### src/rtl/kd_tree_pkg.sv
// Shared definitions for the kd-tree controller: width helpers, state encoding,
// point field offsets and the per-state strobe decode.
package kd_tree_pkg;

    // Bits needed for one point coordinate.
    function automatic int dim_size(input int data_range);
        return $clog2(data_range);
    endfunction

    // Bits needed for a full packed point {z,y,x}.
    function automatic int center_size(input int dim, input int data_range);
        return dim * $clog2(data_range);
    endfunction

    // Bits needed for the per-iteration point counter.
    function automatic int counter_size(input int max_n);
        return $clog2(max_n);
    endfunction

    // Bits needed to hold the tree depth.
    function automatic int depth_size(input int max_depth);
        return $clog2(max_depth);
    endfunction

    // LSB position of coordinate idx (0 = x, 1 = y, 2 = z) inside a packed point.
    function automatic int field_lsb(input int idx, input int data_range);
        return idx * $clog2(data_range);
    endfunction

    localparam int STATE_W = 4;

    typedef enum logic [STATE_W-1:0] {
        ST_IDLE    = 4'd0,
        ST_INIT    = 4'd1,
        ST_START   = 4'd2,
        ST_SORT    = 4'd3,
        ST_FETCH   = 4'd4,
        ST_SEND    = 4'd5,
        ST_DESCEND = 4'd6,
        ST_INC     = 4'd7,
        ST_UPDATE  = 4'd8,
        ST_CHECK   = 4'd9,
        ST_DONE    = 4'd10
    } kd_state_e;

    // Everything the controller broadcasts, kept together so it can be
    // registered as a single word.
    typedef struct packed {
        logic en;
        logic busy;
        logic init;
        logic start_iter;
        logic sorting;
        logic parent_switch;
        logic child_switch;
        logic fetch;
        logic receive_point;
        logic next_level;
        logic inc;
        logic update;
        logic done;
    } kd_strobe_t;

    // Moore decode of the strobes for a given state. sort_even selects the
    // parent phase of the sort sequence; the two switches are exclusive.
    function automatic kd_strobe_t strobe_decode(input kd_state_e st, input logic sort_even);
        kd_strobe_t s;
        s = '0;
        if (st != ST_IDLE) begin
            s.en   = 1'b1;
            s.busy = 1'b1;
        end else begin
            s.en   = 1'b0;
            s.busy = 1'b0;
        end
        case (st)
            ST_INIT:    s.init = 1'b1;
            ST_START:   s.start_iter = 1'b1;
            ST_SORT: begin
                s.sorting       = 1'b1;
                s.parent_switch = sort_even;
                s.child_switch  = ~sort_even;
            end
            ST_FETCH:   s.fetch = 1'b1;
            ST_SEND:    s.receive_point = 1'b1;
            ST_DESCEND: s.next_level = 1'b1;
            ST_INC:     s.inc = 1'b1;
            ST_UPDATE:  s.update = 1'b1;
            ST_DONE:    s.done = 1'b1;
            default:    s.done = 1'b0;
        endcase
        return s;
    endfunction

endpackage

### src/rtl/kd_point_fetch.sv
// Point intake: valid/ready handshake with the upstream source and the
// register that presents the accepted point to the root node.
module kd_point_fetch
    import kd_tree_pkg::*;
#(
    parameter int center_w = 24
) (
    input  logic                clk,
    input  logic                rst,
    input  logic                fetch_en,
    input  logic                pt_valid,
    input  logic [center_w-1:0] pt_data,
    output logic                pt_ready,
    output logic                fire,
    output logic [center_w-1:0] point_out
);

    logic [center_w-1:0] point_r;
    logic                fire_s;

    // fetch_en is a registered state decode, so ready is Moore.
    assign pt_ready  = fetch_en;
    assign fire_s    = pt_valid & fetch_en;
    assign fire      = fire_s;
    assign point_out = point_r;

    // Capture the point on the accepting edge and hold it until the next one.
    always_ff @(posedge clk) begin
        if (rst) begin
            point_r <= {center_w{1'b0}};
        end else if (fire_s) begin
            point_r <= pt_data;
        end else begin
            point_r <= point_r;
        end
    end

endmodule

### src/rtl/kd_tree_ctrl.sv
// Sequencer driving a kd-tree of cluster_PE nodes through k-means iterations:
// sort, stream every point down the tree, update, and stop on stability or
// on the iteration limit.
module kd_tree_ctrl
    import kd_tree_pkg::*;
#(
    parameter int dim        = 3,
    parameter int data_range = 255,
    parameter int max_n      = 1000,
    parameter int max_depth  = 16,
    parameter int iter_size  = 8
) (
    input  logic                                    clk,
    input  logic                                    rst,
    input  logic                                    go,
    input  logic [counter_size(max_n)-1:0]          n_points,
    input  logic [depth_size(max_depth)-1:0]        tree_depth,
    input  logic [iter_size-1:0]                    max_iter,
    input  logic                                    pt_valid,
    input  logic [center_size(dim, data_range)-1:0] pt_data,
    output logic                                    pt_ready,
    input  logic                                    stable,
    output logic                                    en,
    output logic                                    init,
    output logic                                    start_iter,
    output logic                                    receive_point,
    output logic                                    next_level,
    output logic                                    inc,
    output logic                                    update,
    output logic                                    sorting,
    output logic                                    parent_switch,
    output logic                                    child_switch,
    output logic [center_size(dim, data_range)-1:0] point_out,
    output logic                                    busy,
    output logic                                    done,
    output logic [iter_size-1:0]                    iter_count
);

    localparam int CENTER_W = center_size(dim, data_range);
    localparam int CNT_W    = counter_size(max_n);
    localparam int DEPTH_W  = depth_size(max_depth);
    // Cycle counter must reach 2*D-1 during the sort sequence.
    localparam int CYC_W    = DEPTH_W + 1;

    localparam logic [CYC_W-1:0]     CYC_ONE  = {{(CYC_W-1){1'b0}}, 1'b1};
    localparam logic [CNT_W-1:0]     CNT_ONE  = {{(CNT_W-1){1'b0}}, 1'b1};
    localparam logic [iter_size-1:0] ITER_ONE = {{(iter_size-1){1'b0}}, 1'b1};
    localparam logic [iter_size-1:0] ITER_MAX = {iter_size{1'b1}};

    kd_state_e            state_r, state_nx_s;
    logic [CYC_W-1:0]     cyc_r, cyc_nx_s;
    logic [CNT_W-1:0]     pt_cnt_r, pt_cnt_nx_s;
    logic [iter_size-1:0] iter_r, iter_nx_s;
    logic [CNT_W-1:0]     n_r;
    logic [DEPTH_W-1:0]   d_r;
    logic [iter_size-1:0] max_iter_r;
    logic                 latch_s;
    kd_strobe_t           strb_r;

    logic                 fire_s;
    logic [iter_size-1:0] eff_max_s;
    logic [CYC_W-1:0]     sort_last_s;
    logic [CYC_W-1:0]     desc_last_s;
    logic                 d_zero_s;
    logic                 n_zero_s;

    // A limit of zero still runs one iteration.
    assign eff_max_s   = (max_iter_r == {iter_size{1'b0}}) ? ITER_ONE : max_iter_r;
    assign sort_last_s = {d_r, 1'b0} - CYC_ONE;
    assign desc_last_s = {1'b0, d_r} - CYC_ONE;
    assign d_zero_s    = (d_r == {DEPTH_W{1'b0}});
    assign n_zero_s    = (n_r == {CNT_W{1'b0}});

    // Next-state and counter update rules of the iteration sequencer.
    always_comb begin
        state_nx_s  = state_r;
        cyc_nx_s    = cyc_r;
        pt_cnt_nx_s = pt_cnt_r;
        iter_nx_s   = iter_r;
        latch_s     = 1'b0;
        case (state_r)
            ST_IDLE: begin
                if (go) begin
                    state_nx_s  = ST_INIT;
                    latch_s     = 1'b1;
                    iter_nx_s   = {iter_size{1'b0}};
                    pt_cnt_nx_s = {CNT_W{1'b0}};
                end else begin
                    state_nx_s  = ST_IDLE;
                end
            end
            ST_INIT: begin
                state_nx_s = ST_START;
            end
            ST_START: begin
                pt_cnt_nx_s = {CNT_W{1'b0}};
                cyc_nx_s    = {CYC_W{1'b0}};
                if (!d_zero_s) begin
                    state_nx_s = ST_SORT;
                end else if (n_zero_s) begin
                    state_nx_s = ST_UPDATE;
                end else begin
                    state_nx_s = ST_FETCH;
                end
            end
            ST_SORT: begin
                if (cyc_r == sort_last_s) begin
                    cyc_nx_s   = {CYC_W{1'b0}};
                    state_nx_s = n_zero_s ? ST_UPDATE : ST_FETCH;
                end else begin
                    cyc_nx_s   = cyc_r + CYC_ONE;
                end
            end
            ST_FETCH: begin
                if (fire_s) begin
                    state_nx_s = ST_SEND;
                end else begin
                    state_nx_s = ST_FETCH;
                end
            end
            ST_SEND: begin
                cyc_nx_s   = {CYC_W{1'b0}};
                state_nx_s = d_zero_s ? ST_INC : ST_DESCEND;
            end
            ST_DESCEND: begin
                if (cyc_r == desc_last_s) begin
                    cyc_nx_s   = {CYC_W{1'b0}};
                    state_nx_s = ST_INC;
                end else begin
                    cyc_nx_s   = cyc_r + CYC_ONE;
                end
            end
            ST_INC: begin
                pt_cnt_nx_s = pt_cnt_r + CNT_ONE;
                if ((pt_cnt_r + CNT_ONE) == n_r) begin
                    state_nx_s = ST_UPDATE;
                end else begin
                    state_nx_s = ST_FETCH;
                end
            end
            ST_UPDATE: begin
                if (iter_r != ITER_MAX) begin
                    iter_nx_s = iter_r + ITER_ONE;
                end else begin
                    iter_nx_s = iter_r;
                end
                state_nx_s = ST_CHECK;
            end
            ST_CHECK: begin
                if (stable || (iter_r >= eff_max_s)) begin
                    state_nx_s = ST_DONE;
                end else begin
                    state_nx_s = ST_START;
                end
            end
            ST_DONE: begin
                state_nx_s = ST_IDLE;
            end
            default: begin
                state_nx_s = ST_IDLE;
            end
        endcase
    end

    // State, counters, latched run parameters and registered strobes; the
    // strobes are decoded from the next state so they line up with it.
    always_ff @(posedge clk) begin
        if (rst) begin
            state_r    <= ST_IDLE;
            cyc_r      <= {CYC_W{1'b0}};
            pt_cnt_r   <= {CNT_W{1'b0}};
            iter_r     <= {iter_size{1'b0}};
            n_r        <= {CNT_W{1'b0}};
            d_r        <= {DEPTH_W{1'b0}};
            max_iter_r <= {iter_size{1'b0}};
            strb_r     <= '0;
        end else begin
            state_r  <= state_nx_s;
            cyc_r    <= cyc_nx_s;
            pt_cnt_r <= pt_cnt_nx_s;
            iter_r   <= iter_nx_s;
            if (latch_s) begin
                n_r        <= n_points;
                d_r        <= tree_depth;
                max_iter_r <= max_iter;
            end
            strb_r <= strobe_decode(state_nx_s, ~cyc_nx_s[0]);
        end
    end

    kd_point_fetch #(
        .center_w (CENTER_W)
    ) u_fetch (
        .clk       (clk),
        .rst       (rst),
        .fetch_en  (strb_r.fetch),
        .pt_valid  (pt_valid),
        .pt_data   (pt_data),
        .pt_ready  (pt_ready),
        .fire      (fire_s),
        .point_out (point_out)
    );

    assign en            = strb_r.en;
    assign busy          = strb_r.busy;
    assign init          = strb_r.init;
    assign start_iter    = strb_r.start_iter;
    assign sorting       = strb_r.sorting;
    assign parent_switch = strb_r.parent_switch;
    assign child_switch  = strb_r.child_switch;
    assign receive_point = strb_r.receive_point;
    assign next_level    = strb_r.next_level;
    assign inc           = strb_r.inc;
    assign update        = strb_r.update;
    assign done          = strb_r.done;
    assign iter_count    = iter_r;

endmodule

### config.mk
export PLATFORM = sky130hd
export DESIGN_NAME = kd_tree_ctrl
export DESIGN_NICKNAME = d
export VERILOG_FILES = /design/src/rtl/kd_tree_pkg.sv /design/src/rtl/kd_point_fetch.sv /design/src/rtl/kd_tree_ctrl.sv
export SDC_FILE = /design/constraint.sdc
export NUM_CORES = 1
export LEC_CHECK = 0
export CAP_MARGIN = 20
export CELL_PAD_IN_SITES_DETAIL_PLACEMENT = 1
export CELL_PAD_IN_SITES_GLOBAL_PLACEMENT = 2
export CORE_MARGIN = 2
export CORE_UTILIZATION = 31
export CTS_CLUSTER_DIAMETER = 150
export DETAILED_ROUTE_END_ITERATION = 12
export GPL_ROUTABILITY_DRIVEN = 0
export HOLD_SLACK_MARGIN = 0.05
export PLACE_DENSITY = 0.86
export SYNTH_ARGS = -nofsm -noshare
export SYNTH_HDL_FRONTEND = slang
export SYNTH_SLANG_ARGS = --single-unit
### constraint.sdc
create_clock -name clk -period 6.7 [get_ports clk]
set_input_delay 1.34 -clock clk [delete_from_list [all_inputs] [get_ports clk]]
set_output_delay 1.34 -clock clk [all_outputs]
set_load 0.02 [all_outputs]
== Word-level counts from Yosys, hierarchy flattened ==
Index checks and enable logic that the tools add are counted.
Word-level totals
  register bits after elaboration: 86
  output and inout bits: 45
Cells by class
  equal/unequal tests: 24
  $lt $le $gt $ge: 1
  bitwise logic cells: 3
  add/subtract/negate cells: 5
  multiplexer cells: 31
  reductions and logical operators: 13
Operator list (count)
  $pmux W4 S10: 1
  $eq A4 B3 Y1 const B: 8
  $pmux W10 S3: 1
  $mux W4: 6
  $mux W8: 3
  $eq A4 B2 Y1 const B: 4
  $eq A4 B4 Y1 const B: 4
  $pmux W8 S2: 1
  $pmux W5 S3: 1
  $mux W1: 13
  $add A10 B1 Y10 const B: 1
  $eq A10 B10 Y1: 1
  $eq A5 B5 Y1: 2
  $logic_not A10 Y1: 1
  $mux W10: 1
  $mux W5: 2
  $add A8 B1 Y8 const B: 1
  $eq A4 B1 Y1 const B: 2
  $ge A8 B8 Y1: 1
  $logic_not A4 Y1: 2
  $logic_not A8 Y1: 1
  $ne A8 B8 Y1 const B: 1
  $reduce_bool A3 Y1: 2
  $add A5 B1 Y5 const B: 1
  13 further kinds: 16

== Longest topological paths before layout ==
  word-level depth: 9
  gate-level depth with buffers: 9
  gate-level depth less buffers: 9

== Cells and area by module ==
Synthesis repeated with hierarchy kept, for this count alone.
Unflattened totals
  cell total of the unflattened synthesis: 512
  area total of the unflattened synthesis: 4271.6 sq um
Modules (own cells, without submodules)
  kd_tree_ctrl: cells an instance 402, seq. area each 1221.2 sq um, times used 1, area each 3229.3 sq um
  kd_point_fetch: cells an instance 110, seq. area each 480.5 sq um, times used 1, area each 1042.2 sq um

== Worst setup path before layout ==
OpenSTA, ideal clock, no wires.
  kind: input to register
  from: in go
  to: reg iter_r[7] (netlist: iter_count[7])
  path buffers: 0
  setup time: 0.132 ns
  path slack: 4.115 ns
  required time: 6.568 ns
  arrival time: 2.453 ns
  cell stages on the path: 6
  path through: nor2_1 > or4_1 > a211oi_1 > nor2b_1 > xnor2_1 > nor3_1
On the way
  cells in the longest elaborated chain, start to end: 2
RTL lines
  start, declared: RTL line kd_tree_ctrl.sv:15  | input logic go,
  $ne A2 B2 Y1 (no line)
  $reduce_and A3 Y1 (no line)
  end signal, assigned: RTL line kd_tree_ctrl.sv:172  | iter_r <= {iter_size{1'b0}};
  end signal, assigned: RTL line kd_tree_ctrl.sv:181  | iter_r <= iter_nx_s;
  end, declared: RTL line kd_tree_ctrl.sv:53  | logic [iter_size-1:0] iter_r, iter_nx_s;
Every way passes these cells.
A chain may end at the register's enable or synchronous reset.

== Worst setup path after layout ==
Same ends and word-level chain as after synthesis.

==> out/results.tsv <==
stage	metric	value	unit
sta	max_freq	0.285	GHz
finish	n_antenna_cell	0	
logic_synthesis	syn_nets	581	
die	fp.dieArea	14100	sq um
finish	drive_gt1_share	3.83	%
sta	tightest_slew	995	ps
routing	avgViaCountPerCell	5.00	
power_and_ir_drop	clkPwrFrac	35.3	%
sta	whs	457	ps
power_and_ir_drop	max-vdd-ir-drop	0.0964	mV
logic_synthesis	avgSynthCellArea	7.91	sq um
sta	setup_viol	0	
placed_design	hpwlAfterDp	8860	microns
sta	relSlewSlack	33.5	%
global_route	grt_max_degree	77	
min_path	hp-class	flop to flop	
routing	drt-initial-drc-count	169	
clock_tree	ctsHtreeMaxLevel	3	
clock_tree	clockBufferDepth	2	
logic_synthesis	synth_edf_count	0	
power_and_ir_drop	combPwrFrac	21.4	%
global_route	grt.overflow.total	0	
die	num_rows	41	
finish	final_common_cell	nand2_1	
clock_tree	cts_tree	yes	
logic_synthesis	async_reset_ff_share	0	%
sta	layout_min_cycle_time	3510	ps
clock_tree	ctsHoldBuffers	0	
setup_path	slowest_delay	720	ps
logic_synthesis	yosys.cell_types.count	50	
placed_design	io_buffers	95	
finish	finalInstanceArea	5430	sq um
power_and_ir_drop	power.internal	921	uW
power_and_ir_drop	p_total	1.32	mW
global_route	grt_pass1_wl	20100	microns
finish	area_growth_syn_to_layout	32.6	%
logic_synthesis	yosysWarnings	0	
die	die_x	119	microns
sta	hold_viol	0	
sta	slew_violations	0	
finish	final_nets	659	
clock_tree	postCtsSetupBuffers	0	
power_and_ir_drop	power_density	243	nW/um^2
routing	detail-route-antenna-nets	0	
setup_path	critical_path_peak_fanout	26	
power_and_ir_drop	pwr-share-seq	43.2	%
power_and_ir_drop	p_sw_share	30.1	%
die	pin_count	96	
power_and_ir_drop	switchingPower	397	uW
finish	fillCellCount	1523	
die	initial_core_util	32.1	%
routing	route.detailed.drc	0	
logic_synthesis	synth.area.top_cells	dfxtp_1 42%, nand2_1 10%, a21oi_1 8.4%, xnor2_1 5.3%, ha_1 3.7%	
clock_tree	clock_latency	330	ps
routing	drt-total-wl	12100	microns
routing	wl_per_cell	15.7	microns
clock_tree	cts.sinks	85	
setup_path	cpMaxStageDelayCell	nand3_1	
global_route	grt_util_all_layers	17.4	%
logic_synthesis	netlist_instances	518	
die	fp.coreArea	12800	sq um
logic_synthesis	synth_top_area_share	41.6	%
finish	final_cell_mix	114 x nand2_1, 94 x clkdlybuf4s50_1, 85 x dfxtp_1	
routing	dr.pass1.iters	4	
logic_synthesis	syn_area	4100	sq um
status	status	finished clean	
clock_tree	postCtsResizedCells	0	
setup_path	crit_arrival	3690	ps
sta	rsz0062_at_grt	no	
logic_synthesis	synth_seq_cells	85	
sta	fin_worst_skew	4.52	ps
die	dieHeight	119	microns
flow_run	cap_violations	0	
sta	fin_setup_tns	0	ps
placed_design	place_area	5140	sq um
sta	period_share	52.3	%
routing	vias	3866	
global_route	antenna_found_initial	0	
global_route	grt_pass1_vias	3943	
setup_path	crit_path_end_kind	flop	
setup_path	start_kind	input port	
clock_tree	path_clk_slew	60	ps
setup_path	critical-path-top-delay-family	simple AND/OR/NAND/NOR gates	
power_and_ir_drop	p_leak	1.92	nW
logic_synthesis	synth_area_leader_cell	dfxtp_1	
logic_synthesis	seq_area_frac_synth	41.6	%
setup_path	crit_required	6880	ps
logic_synthesis	synth_flop_cell	dfxtp_1	
setup_path	critical_path_buf_inv_count	1	
setup_path	crit_chain	clkdlybuf4s50_1, nand3_1, a211oi_1, nor2b_1, xnor2_1, nor3_1	
clock_tree	numCtsBuffers	9	
setup_path	path_class	input port to flop	
clock_tree	root_buffer	clkbuf_16	
worst min-delay path: stages (launching register included):
cell and delay, ps:
dfxtp_1 310, nand2_1 50, a21oi_1 50
power by group through the flow:
stage          clock network (mW)  logic [mW]  registers (mW)
2_1_floorplan                   0       0.179           0.577
3_3_place_gp                    0       0.271           0.579
3_5_place_dp                    0       0.280           0.581
4_1_cts                     0.477       0.282           0.570
5_1_grt                     0.504       0.313           0.575
6_report                    0.466       0.282           0.570
state kept, by name, indices dropped and copies added (netlist names), 4 cells and up:
| signal | cells |
|---|---|
| pt_cnt_r | 10 |
| state_r | 4 |
| cyc_r | 5 |
| iter_count | 8 |
| u_fetch.point_out | 24 |
| max_iter_r | 8 |
| n_r | 10 |
| d_r | 4 |
cell type report:
cell class              instances  area (sq um)  share of cell area [%]
clock inverters                 6          38.8                   0.714
multi-input cells             391          2220                    40.9
clock buffers                  10           239                    4.40
flip-flops and latches         85          1700                    31.3
repair buffers                 97           968                    17.8
inverters                      12          45.0                   0.829
well taps                     172           215                    3.96
path summary, 6_finish.rpt:
path	start	to	slack (ps)	depth (start not counted)
max	go	iter_count[7]	3190	6
min	u_fetch.point_out[17]	u_fetch.point_out[17]	460	2
max reg2reg	state_r[3]	iter_count[7]	3990	6
min reg2reg	u_fetch.point_out[17]	u_fetch.point_out[17]	460	2
cell families after synthesis:
family | Yosys count | share of synthesized area (%)
buffers and inverters | 42 | 4.19
adder cells (fa/ha/maj) | 12 | 3.67
AO/OA/AOI/OAI | 109 | 15.2
XOR/XNOR | 41 | 9.10
flip-flops | 85 | 41.6
AND/OR/NAND/NOR | 229 | 26.3
per-layer routing:
layer  global-route usage, %  vias to the layer above  share of wire, %
met3                    2.68                        8               3.3
met1                    23.1                     1867                47
li1                        -                     1928                 -
met5                       0                        -                 0
met4                    4.46                        0               1.2
met2                    29.4                       63                49
metrics by stage:
| stage | cells | utilization, % | setup WS (ps) |
|---|---|---|---|
| global placement | 756 | 40.2 | 2910 |
| global route | 773 | 42.5 | 2920 |
| floorplan | 518 | - | 4110 |
| finish | 773 | 42.5 | 3190 |
| detailed placement | 756 | 40.2 | 2790 |
| CTS | 772 | 42.4 | 3130 |
synthesized netlist by cell type, types with 2 or more instances:
master / n
and3_1: 7
or4_1: 2
a31oi_1: 2
nor2_1: 29
inv_1: 12
nand3b_1: 2
nand2b_1: 5
nand3_1: 13
nand4_1: 6
buf_1: 3
a21oi_1: 69
xor2_1: 15
nor2b_1: 6
nor3_1: 14
o31ai_1: 5
o21ai_0: 15
ha_1: 12
dfxtp_1: 85
or3_1: 7
and2_1: 4
a211oi_1: 4
buf_2: 2
nor4_1: 8
clkbuf_1: 23
a21o_1: 4
nand2_1: 114
and4_1: 3
xnor2_1: 25
Note: power is estimated with default switching activity, not from simulation.
